$ cat src/rtl/chess_pkg.sv
// Shared board definitions: piece codes, square/piece widths, controller
// states and the initial-position lookup.
package chess_pkg;

    localparam int unsigned SQ_W       = 6;
    localparam int unsigned PIECE_W    = 4;
    localparam int unsigned TYPE_W     = 3;
    localparam int unsigned COLOUR_BIT = 3;

    // Piece type field, bits [2:0] of a piece code; 7 is reserved.
    localparam logic [TYPE_W-1:0] EMPTY  = 3'd0;
    localparam logic [TYPE_W-1:0] PAWN   = 3'd1;
    localparam logic [TYPE_W-1:0] KNIGHT = 3'd2;
    localparam logic [TYPE_W-1:0] BISHOP = 3'd3;
    localparam logic [TYPE_W-1:0] ROOK   = 3'd4;
    localparam logic [TYPE_W-1:0] QUEEN  = 3'd5;
    localparam logic [TYPE_W-1:0] KING   = 3'd6;

    typedef enum logic [1:0] {
        StIdle,
        StLoad,
        StMvClr,
        StMvSet
    } state_e;

    // Initial-position code for square {row, col}. Colour bit is set for the
    // side starting on rows 0-1; empty squares are all-zero.
    function automatic logic [PIECE_W-1:0] init_piece(input logic [SQ_W-1:0] addr);
        logic [2:0]        row;
        logic [2:0]        col;
        logic [TYPE_W-1:0] kind;
        row  = addr[5:3];
        col  = addr[2:0];
        kind = EMPTY;
        case (row)
            3'd0, 3'd7: begin
                case (col)
                    3'd0, 3'd7: kind = ROOK;
                    3'd1, 3'd6: kind = KNIGHT;
                    3'd2, 3'd5: kind = BISHOP;
                    3'd3:       kind = QUEEN;
                    default:    kind = KING;
                endcase
            end
            3'd1, 3'd6: kind = PAWN;
            default:    kind = EMPTY;
        endcase
        if (kind == EMPTY) begin
            return '0;
        end
        return {(row < 3'd2), kind};
    endfunction

endpackage

$ cat src/rtl/board_controller_if.sv
// Request bundle into the board controller: two-phase move requests from the
// logic unit and single-square writes, each with a valid/ready handshake.
interface board_controller_if;
    import chess_pkg::*;

    logic               mv_valid;
    logic               mv_ready;
    logic [SQ_W-1:0]    mv_src;
    logic [SQ_W-1:0]    mv_dst;
    logic [PIECE_W-1:0] mv_piece;

    logic               wr_valid;
    logic               wr_ready;
    logic [SQ_W-1:0]    wr_addr;
    logic [PIECE_W-1:0] wr_piece;

    modport master (
        output mv_valid, mv_src, mv_dst, mv_piece,
        output wr_valid, wr_addr, wr_piece,
        input  mv_ready, wr_ready
    );

    modport slave (
        input  mv_valid, mv_src, mv_dst, mv_piece,
        input  wr_valid, wr_addr, wr_piece,
        output mv_ready, wr_ready
    );

endinterface

$ cat src/rtl/board_init_rom.sv
// Combinational initial-position ROM: square address to piece code.
module board_init_rom
    import chess_pkg::*;
(
    input  logic [SQ_W-1:0]    addr,
    output logic [PIECE_W-1:0] piece
);

    assign piece = init_piece(addr);

endmodule

$ cat src/rtl/board_controller.sv
// Board storage owner: arbitrates the initial-position loader, two-phase move
// commits and single-square writes onto one write port, and exports the
// flattened board with status pulses and a completed-move counter.
module board_controller
    import chess_pkg::*;
#(
    parameter int unsigned CNT_W     = 16,
    parameter bit          AUTO_LOAD = 1'b1
) (
    input  logic               clk,
    input  logic               rst_n,
    input  logic               init_req,
    board_controller_if.slave  bus,
    output logic [255:0]       board_flat,
    output logic               busy,
    output logic               load_done,
    output logic               mv_done,
    output logic               wr_done,
    output logic [CNT_W-1:0]   move_count
);

    localparam int unsigned BOARD_W    = 64 * PIECE_W;
    localparam state_e      ResetState = state_e'(AUTO_LOAD ? StLoad : StIdle);

    state_e             state_q;
    logic [SQ_W-1:0]    cnt_q;
    logic [SQ_W-1:0]    src_q;
    logic [SQ_W-1:0]    dst_q;
    logic [PIECE_W-1:0] piece_q;
    logic               init_pend_q;
    logic               idle_q;
    logic               busy_q;
    logic               load_done_q;
    logic               mv_done_q;
    logic               wr_done_q;
    logic [BOARD_W-1:0] board_q;
    logic [CNT_W-1:0]   count_q;

    logic [PIECE_W-1:0] rom_piece;
    logic               mv_accept;
    logic               wr_accept;
    logic               we;
    logic [SQ_W-1:0]    wa;
    logic [PIECE_W-1:0] wd;

    board_init_rom u_init_rom (
        .addr  (cnt_q),
        .piece (rom_piece)
    );

    // Handshake: idle_q is registered so ready stays low through reset even
    // when the controller resets straight into idle; init_req wins over both.
    always_comb begin
        bus.mv_ready = idle_q & ~init_req;
        bus.wr_ready = idle_q & ~init_req & ~bus.mv_valid;
    end

    assign mv_accept = bus.mv_valid & bus.mv_ready;
    assign wr_accept = bus.wr_valid & bus.wr_ready;

    // Single write port arbitration: the state decides who owns the port.
    always_comb begin
        we = 1'b0;
        wa = cnt_q;
        wd = rom_piece;
        unique case (state_q)
            StLoad: begin
                we = 1'b1;
                wa = cnt_q;
                wd = rom_piece;
            end
            StMvClr: begin
                we = 1'b1;
                wa = src_q;
                wd = '0;
            end
            StMvSet: begin
                we = 1'b1;
                wa = dst_q;
                wd = piece_q;
            end
            StIdle: begin
                if (wr_accept) begin
                    we = 1'b1;
                    wa = bus.wr_addr;
                    wd = bus.wr_piece;
                end
            end
            default: ;
        endcase
    end

    // Controller FSM with registered status outputs and the board write.
    always_ff @(posedge clk or negedge rst_n) begin
        if (!rst_n) begin
            state_q     <= ResetState;
            cnt_q       <= '0;
            src_q       <= '0;
            dst_q       <= '0;
            piece_q     <= '0;
            init_pend_q <= 1'b0;
            idle_q      <= 1'b0;
            busy_q      <= 1'b1;
            load_done_q <= 1'b0;
            mv_done_q   <= 1'b0;
            wr_done_q   <= 1'b0;
            board_q     <= '0;
            count_q     <= '0;
        end else begin
            load_done_q <= 1'b0;
            mv_done_q   <= 1'b0;
            wr_done_q   <= 1'b0;
            // Squares are 4 bits wide, so the bit offset is the address << 2.
            if (we) begin
                board_q[{wa, 2'b00} +: PIECE_W] <= wd;
            end
            unique case (state_q)
                StIdle: begin
                    idle_q <= 1'b1;
                    busy_q <= 1'b0;
                    if (init_req) begin
                        state_q <= StLoad;
                        cnt_q   <= '0;
                        idle_q  <= 1'b0;
                        busy_q  <= 1'b1;
                    end else if (mv_accept) begin
                        src_q   <= bus.mv_src;
                        dst_q   <= bus.mv_dst;
                        piece_q <= bus.mv_piece;
                        state_q <= StMvClr;
                        idle_q  <= 1'b0;
                        busy_q  <= 1'b1;
                    end else if (wr_accept) begin
                        wr_done_q <= 1'b1;
                    end
                end
                StLoad: begin
                    if (init_req) begin
                        cnt_q <= '0;
                    end else if (cnt_q == {SQ_W{1'b1}}) begin
                        load_done_q <= 1'b1;
                        count_q     <= '0;
                        state_q     <= StIdle;
                        idle_q      <= 1'b1;
                        busy_q      <= 1'b0;
                    end else begin
                        cnt_q <= cnt_q + SQ_W'(1);
                    end
                end
                StMvClr: begin
                    init_pend_q <= init_pend_q | init_req;
                    state_q     <= StMvSet;
                end
                StMvSet: begin
                    mv_done_q <= 1'b1;
                    count_q   <= count_q + CNT_W'(1);
                    // A reload requested mid-move starts once the move lands.
                    if (init_pend_q | init_req) begin
                        init_pend_q <= 1'b0;
                        state_q     <= StLoad;
                        cnt_q       <= '0;
                    end else begin
                        state_q <= StIdle;
                        idle_q  <= 1'b1;
                        busy_q  <= 1'b0;
                    end
                end
                default: state_q <= StIdle;
            endcase
        end
    end

    assign board_flat = board_q;
    assign busy       = busy_q;
    assign load_done  = load_done_q;
    assign mv_done    = mv_done_q;
    assign wr_done    = wr_done_q;
    assign move_count = count_q;

endmodule
$ cat src/flat_wrapper.sv
// flat-port wrapper written by rule: the top's interface ports become plain ports
module board_controller_flat import chess_pkg::*;
#(
    parameter int unsigned CNT_W     = 16,
    parameter bit          AUTO_LOAD = 1'b1
)
  (clk, rst_n, init_req, board_flat, busy, load_done, mv_done, wr_done, move_count, bus_mv_valid, bus_mv_src, bus_mv_dst, bus_mv_piece, bus_wr_valid, bus_wr_addr, bus_wr_piece, bus_mv_ready, bus_wr_ready);
  board_controller_if bus_i ();
  input  logic clk;
  input  logic rst_n;
  input  logic init_req;
  output logic [255:0] board_flat;
  output logic busy;
  output logic load_done;
  output logic mv_done;
  output logic wr_done;
  output logic [CNT_W-1:0] move_count;
  input wire logic [$bits(bus_i.mv_valid)-1:0] bus_mv_valid;
  input wire logic [$bits(bus_i.mv_src)-1:0] bus_mv_src;
  input wire logic [$bits(bus_i.mv_dst)-1:0] bus_mv_dst;
  input wire logic [$bits(bus_i.mv_piece)-1:0] bus_mv_piece;
  input wire logic [$bits(bus_i.wr_valid)-1:0] bus_wr_valid;
  input wire logic [$bits(bus_i.wr_addr)-1:0] bus_wr_addr;
  input wire logic [$bits(bus_i.wr_piece)-1:0] bus_wr_piece;
  output wire logic [$bits(bus_i.mv_ready)-1:0] bus_mv_ready;
  output wire logic [$bits(bus_i.wr_ready)-1:0] bus_wr_ready;
  assign bus_i.mv_valid = bus_mv_valid;
  assign bus_i.mv_src = bus_mv_src;
  assign bus_i.mv_dst = bus_mv_dst;
  assign bus_i.mv_piece = bus_mv_piece;
  assign bus_i.wr_valid = bus_wr_valid;
  assign bus_i.wr_addr = bus_wr_addr;
  assign bus_i.wr_piece = bus_wr_piece;
  assign bus_mv_ready = bus_i.mv_ready;
  assign bus_wr_ready = bus_i.wr_ready;
  board_controller #(.CNT_W(CNT_W), .AUTO_LOAD(AUTO_LOAD)) u_core (.clk(clk), .rst_n(rst_n), .init_req(init_req), .bus(bus_i), .board_flat(board_flat), .busy(busy), .load_done(load_done), .mv_done(mv_done), .wr_done(wr_done), .move_count(move_count));
endmodule
$ cat config.mk
export PLATFORM = sky130hd
export DESIGN_NAME = board_controller_flat
export DESIGN_NICKNAME = d
export VERILOG_FILES = /design/src/rtl/chess_pkg.sv /design/src/rtl/board_controller_if.sv /design/src/rtl/board_init_rom.sv /design/src/rtl/board_controller.sv /design/src/flat_wrapper.sv
export SDC_FILE = /design/constraint.sdc
export NUM_CORES = 1
export LEC_CHECK = 0
export ABC_AREA = 1
export ABC_CLOCK_PERIOD_IN_PS = 2800
export BUFFER_PORTS_ARGS = -buffer_cell sky130_fd_sc_hd__buf_4
export CAP_MARGIN = 20
export CORE_UTILIZATION = 33
export CTS_CLUSTER_SIZE = 30
export DETAILED_ROUTE_END_ITERATION = 8
export HOLD_SLACK_MARGIN = 0.06
export PLACE_DENSITY = 0.5
export SLEW_MARGIN = 15
export SYNTH_ARGS = -nofsm -noshare
export SYNTH_HDL_FRONTEND = slang
export SYNTH_HIERARCHICAL = 1
export SYNTH_SLANG_ARGS = --single-unit
export TNS_END_PERCENT = 20
$ cat constraint.sdc
create_clock -name clk -period 2.8 [get_ports clk]
set_input_delay 0.14 -clock clk [delete_from_list [all_inputs] [get_ports clk]]
set_output_delay 0.14 -clock clk [all_outputs]
set_load 0.005 [all_outputs]
# After elaboration in Yosys (flattened, before gate mapping)
# Index checks and enable logic that the tools add are counted.
# op_classes
eq_ne	20
bitwise	7
add_sub_neg	3
magnitude_cmp	1
reduce_logical	19
n_mux	47
n_shift	2
# ops
operator	count
bitwise mux 256 bit	1
variable shift 4 x 10 -> 256 bit, first input constant	1
indexed part select 4 x 10 -> 256 bit	1
two-way mux 16 bit	2
case mux 16 bit (2 select lines)	1
two-way mux 6 bit	5
case mux 6 bit (4 select lines)	1
two-way mux 1 bit	21
case mux 6 bit (3 select lines)	1
adder 16 x 1 -> 16 bit, second input constant	1
case mux 4 bit (4 select lines)	1
== test 3 bit, second input constant	5
two-way mux 4 bit	3
case mux 3 bit (4 select lines)	1
negator 8 -> 10 bit	1
OR reduction 2 bit	5
zero test 3 bit	3
AND reduction 3 bit	3
two-way mux 2 bit	4
case mux 2 bit (4 select lines)	1
AND reduction 4 bit	2
adder 6 x 1 -> 6 bit, second input constant	1
== test 3 x 1 -> 1 bit, second input constant	2
== test 3 x 2 -> 1 bit, second input constant	2
19 further kinds	30
# word_totals
register_bits	302
inputBits	31
wordCells	112
out_inout_bits	278

# Depth between registers and ports, before layout
# logic_depth
ltp_word	11
mapped_depth	19
mapped_depth_nobuf	17

# Hierarchy
# Netlist, hierarchy kept.
# modules_own_cells
mod	instances	area_per_inst_um2	seq_area_each_um2	cells_per_inst
board_controller	1	12359.4	7559.8	1371
board_init_rom	1	106.4	0.0	24

# Worst setup path after synthesis
# Ideal clock, no wire load.
# synth_timing
path_kind	register -> register
from	register u_core.state_q[0]
to	register u_core.board_q[121] (netlist: u_core/board_flat[121])
arrival_ns	2.399
period_less_slack_ns	2.536
t_required_ns	2.664
n_path_buf	2
slack_ns	0.264
path_stages_with_launch	17
setup_ns	0.136
path_cell_list	dfstp_2 buf_4 nand2_2 o21ai_1 nand3_1 nand2_1 ha_1 nand3_1 inv_1 nand3_1 nand2_1 buf_4 nand2_1 nor2_2 nand2_2 nand2_1 o21ai_0
# synth_via
elab_chain_len	5
word_cells_on_any_way	12
classes_between	add/sub: 1; eq/ne: 3; shift: 2; mux: 4; reduce/logical: 2
# synth_rtl
item	line_no	text
start, declared	board_controller.sv:25	state_e state_q;
start signal, assigned	board_controller.sv:96	state_q <= ResetState;
start signal, assigned	board_controller.sv:122	state_q <= StLoad;
start signal, assigned	board_controller.sv:130	state_q <= StMvClr;
== test 2 bit, or another cell as far along	board_controller.sv:66	unique case (state_q)
case mux 6 bit (4 select lines)	board_controller.sv:66	
negator 8 -> 10 bit	board_controller.sv:115	board_q[{wa, 2'b00} +: PIECE_W] <= wd;
indexed part select 4 x 10 -> 256 bit / variable shift 4 x 10 -> 256 bit (equally long branches)	board_controller.sv:115	
bitwise mux 256 bit	board_controller.sv:115	
end signal, assigned by index	board_controller.sv:115	
end, declared	board_controller.sv:36	logic [BOARD_W-1:0] board_q;
# Parallel ways exist; a longest one is shown, timed or not.
# A chain may end at the register's enable or synchronous reset.

# Worst setup path in the final report
# layout_timing
from	register u_core.state_q[0]
to	register u_core.board_q[74] (netlist: u_core/board_flat[74])
# The elaborated chain is that of the path after synthesis.

==> results.md <==
* Status: finished, final reports clean
* H-tree depth at 2
* Cells after Synth at about 1400
* Flop pwr share at 29.0%
* CP startpoint: u_core/state_q[0]$_DFFE_PN1P_
* Setup ws final at about 0.092 ns
* Worst hold path class: input pin to async pin
* Yosys reg bits at 302
* Peak Freq at ~0.37 GHz
* CTS Buf Count at 37
* Port bufs at a little over 300
* Wire per inst at roughly 18 um
* Clk sink count at a little over 300
* Clock latency on the worst-skew pair at around 0.52 ns
* Final Routed Wirelength at 41710 um
* # diodes at 0
* FILL cells at approximately 3600
* Setup TNS at 0 ns
* Crit-path slowest cell: dfstp_2
* Cell variety after synth at 37
* First-pass GRT wire length at roughly 64000 um
* Worst setup EP type: flop
* Placed insts at 2230
* Combinational power share at about half
* Slew margin rel. at between 40% and 50%
* CTS Root Cell: clkbuf_16
* Worst flop-to-flop path startpoint: u_core/state_q[0]$_DFFE_PN1P_
* VDD IR max at roughly 0.90 mV
* Least-Margin Pin Slew at approximately 0.77 ns
* GRT Overall Usage at 21.44%
* Starting Density at between 30% and 40%
* Pleak at between 9 and 10 nW
* Sw Ratio at a little over two fifths
* Final Non-Filler Cells at around 2300
* Largest net degree at the start of global routing at slightly above 90
* Post-Syn Area per Cell at between 8 and 9 um^2
* Async SR Flop Fraction at 100.0%
* DRC viols at 0
* Via count at approximately 11000
* Critical path data arrival time at roughly 3.2 ns
* Post-route ant nets at 0
* Initial DRC count at ~570
* Cell Chain, Critical Path: nor2_4 -> buf_4 -> nand4_1 -> nand2_1 -> nor2_2 -> ha_2 -> nand3_2 -> inv_1 -> nand3_1 -> nand2_2 -> inv_6 -> nor3_4 -> buf_4 -> clkbuf_16 -> nand3_1 -> nand2_1
* Pwr/cell area at between 1000 and 1500 nW/um^2
* Clock power frac at 20.0%
* CP Launch Type: flop
* Die ar. at roughly 39000 um^2
* Share of layout cells above drive strength 1 at between 30% and 40%
* Synth Cell Area at ~12000 um^2
* DR pass1 iterations at 4
* Final Wtd Congestion at 0.8317
* Cell Int Power at ~13 mW
* P_sw at between 9 and 10 mW
* Nets at 1834
* Commonest non-fill, non-tap cell in the layout: nand2_1
* Via density at 4.731
* Final Hold Fails at 0
* Sequential fraction of the synthesis area at 60.64%
* Layout area overhead at 42.29%
* Longest Clk Path Bufs at 3
* Finish-stage setup viols at 0
* Max_cap viols at 0
* Die W at ~200 um
* GR Overflow Total at 0
* Initial antenna violation count at 0
* CP max stage delay at between 0.6 and 0.7 ns
* Crit share post-route at a little over nine tenths
* CTS tree: yes
* Pre-CTS WS at -0.1239 ns
* Dpl hpwl at about 30000 um
* Chip Height at between 150 and 200 um
* I/O Pins at between 300 and 400
* Setup Crit Path Kind: flop to flop
* Commonest non-fill, non-tap cells in the layout: 444 x nand2_1, 386 x buf_4, 299 x dfrtp_1, 120 x o21ai_1, 82 x nand3_1
* Worst-path clk slew at ~0.05 ns
* Worst-case clock skew at approximately 0.017 ns
* Synth Warn # at 6
* Top_reg_cell synth: dfrtp_1
* Rows at 70
* Final Max Tran Viols at 0
* Core ar. at around 37000 um^2
* Vias in the first global route at about 11000
* Number of flops mapped to enable cells by yosys at 0
* Crit-path max FO at 14
* Syn_nets at between 1000 and 1500
* Unrepaired setup endpoints after global routing: true
* Min Tclk post-route at 2.708 ns
* Worst EP required at between 3 and 4 ns
layer usage:
| layer | global-route usage (%) | wire length (um) |
|---|---|---|
| met4 | 4.832 | 611 |
| met1 | 29.94 | 19180 |
| met3 | 4.740 | 2509 |
| met5 | 0 | 0 |
| met2 | 33.98 | 19410 |
power groups by stage:
| stage | registers, mW | logic [mW] | clock network [mW] |
|---|---|---|---|
| floorplan | 6.61 | 4.95 | 0 |
| global placement | 6.72 | 10.5 | 0 |
| detailed placement | 6.74 | 10.6 | 0 |
| CTS | 6.68 | 10.8 | 4.74 |
| global route | 6.84 | 12.7 | 4.90 |
| finish | 6.67 | 11.8 | 4.60 |
metrics by stage:
stage	total power, mW	area, um^2	utilization [%]	hold slack (ns)
finish	23.03	17740	48.10	0.2427
detailed placement	17.30	15930	43.20	0.2365
global route	24.45	17740	48.10	0.2958
CTS	22.19	17360	47.09	0.2827
global placement	17.18	15930	43.20	0.2358
floorplan	11.55	12470	-	-0.1556
sequential cells by signal, summed over array words and instances (netlist names):
register and count:
u_core/board_flat 256, u_core/move_count 16, u_core/cnt_q 6, u_core/dst_q 6, u_core/src_q 6, u_core/piece_q 4
u_core/state_q 2, u_core/busy 1, u_core/idle_q 1, u_core/init_pend_q 1, u_core/load_done 1, u_core/mv_done 1
u_core/wr_done 1
cell families after synthesis:
| group | count (synthesis) | share of synthesized area, % |
|---|---|---|
| compound gates | 224 | 9.405 |
| fa+ha+maj | 3 | 0.3011 |
| buf+inv | 130 | 4.226 |
| flops | 302 | 60.64 |
| mux | 10 | 0.9034 |
| simple gates | 726 | 24.52 |
final cells by class:
class,count,area [um^2],share of cell area (%)
clock buffers,58,1105,6.229
clock inverters,7,66.31,0.3739
inverters,74,282.8,1.594
multi-input cells,963,4686,26.42
flip-flops and latches,302,7561,42.63
well taps,504,630.6,3.555
repair buffers,422,3406,19.20
worst max-delay path, delay by kind of cell (launching register included):
kind	cells	cell delay (ns)
fa+ha+maj	1	0.22
buf+inv	5	0.66
flops	1	0.62
simple gates	10	1.14
cells in the mapped netlist (8+ instances only):
| cell | number | share of area [%] |
|---|---|---|
| nor2_2 | 8 | 0.40 |
| dfrtp_1 | 300 | 60 |
| mux2_2 | 10 | 0.90 |
| nor2_1 | 73 | 2.2 |
| o21ai_1 | 122 | 4.9 |
| nand2_1 | 484 | 15 |
| nand4_1 | 49 | 2.5 |
| buf_2 | 19 | 0.76 |
| nand2_2 | 9 | 0.45 |
| nand3_1 | 88 | 3.5 |
| clkbuf_1 | 32 | 0.96 |
| inv_1 | 66 | 2.0 |
| a21oi_1 | 25 | 1.0 |
| o21ai_0 | 58 | 2.3 |
worst paths after layout:
check	to	slack, ns	depth (start not counted)
max	u_core/board_flat[74]$_DFFE_PN0P_	0.09	16
min reg2reg	u_core/board_flat[176]$_DFFE_PN0P_	0.48	2
max reg2reg	u_core/board_flat[74]$_DFFE_PN0P_	0.09	16
min	u_core/board_flat[143]$_DFFE_PN0P_	0.24	2
min in group clk	u_core/board_flat[165]$_DFFE_PN0P_	0.34	6
max in group asynchronous	u_core/board_flat[162]$_DFFE_PN0P_	1.64	3
what timing repair did:
action,in CTS,in global routing
endpoints found under the hold margin,106,0
gates resized for setup,23,66
pin swaps,0,16
endpoints found under the setup margin,80,252
cloned,0,2
hold buffers,20,0
setup buffers,0,13
No activity file was read; power rests on OpenSTA's default activity.
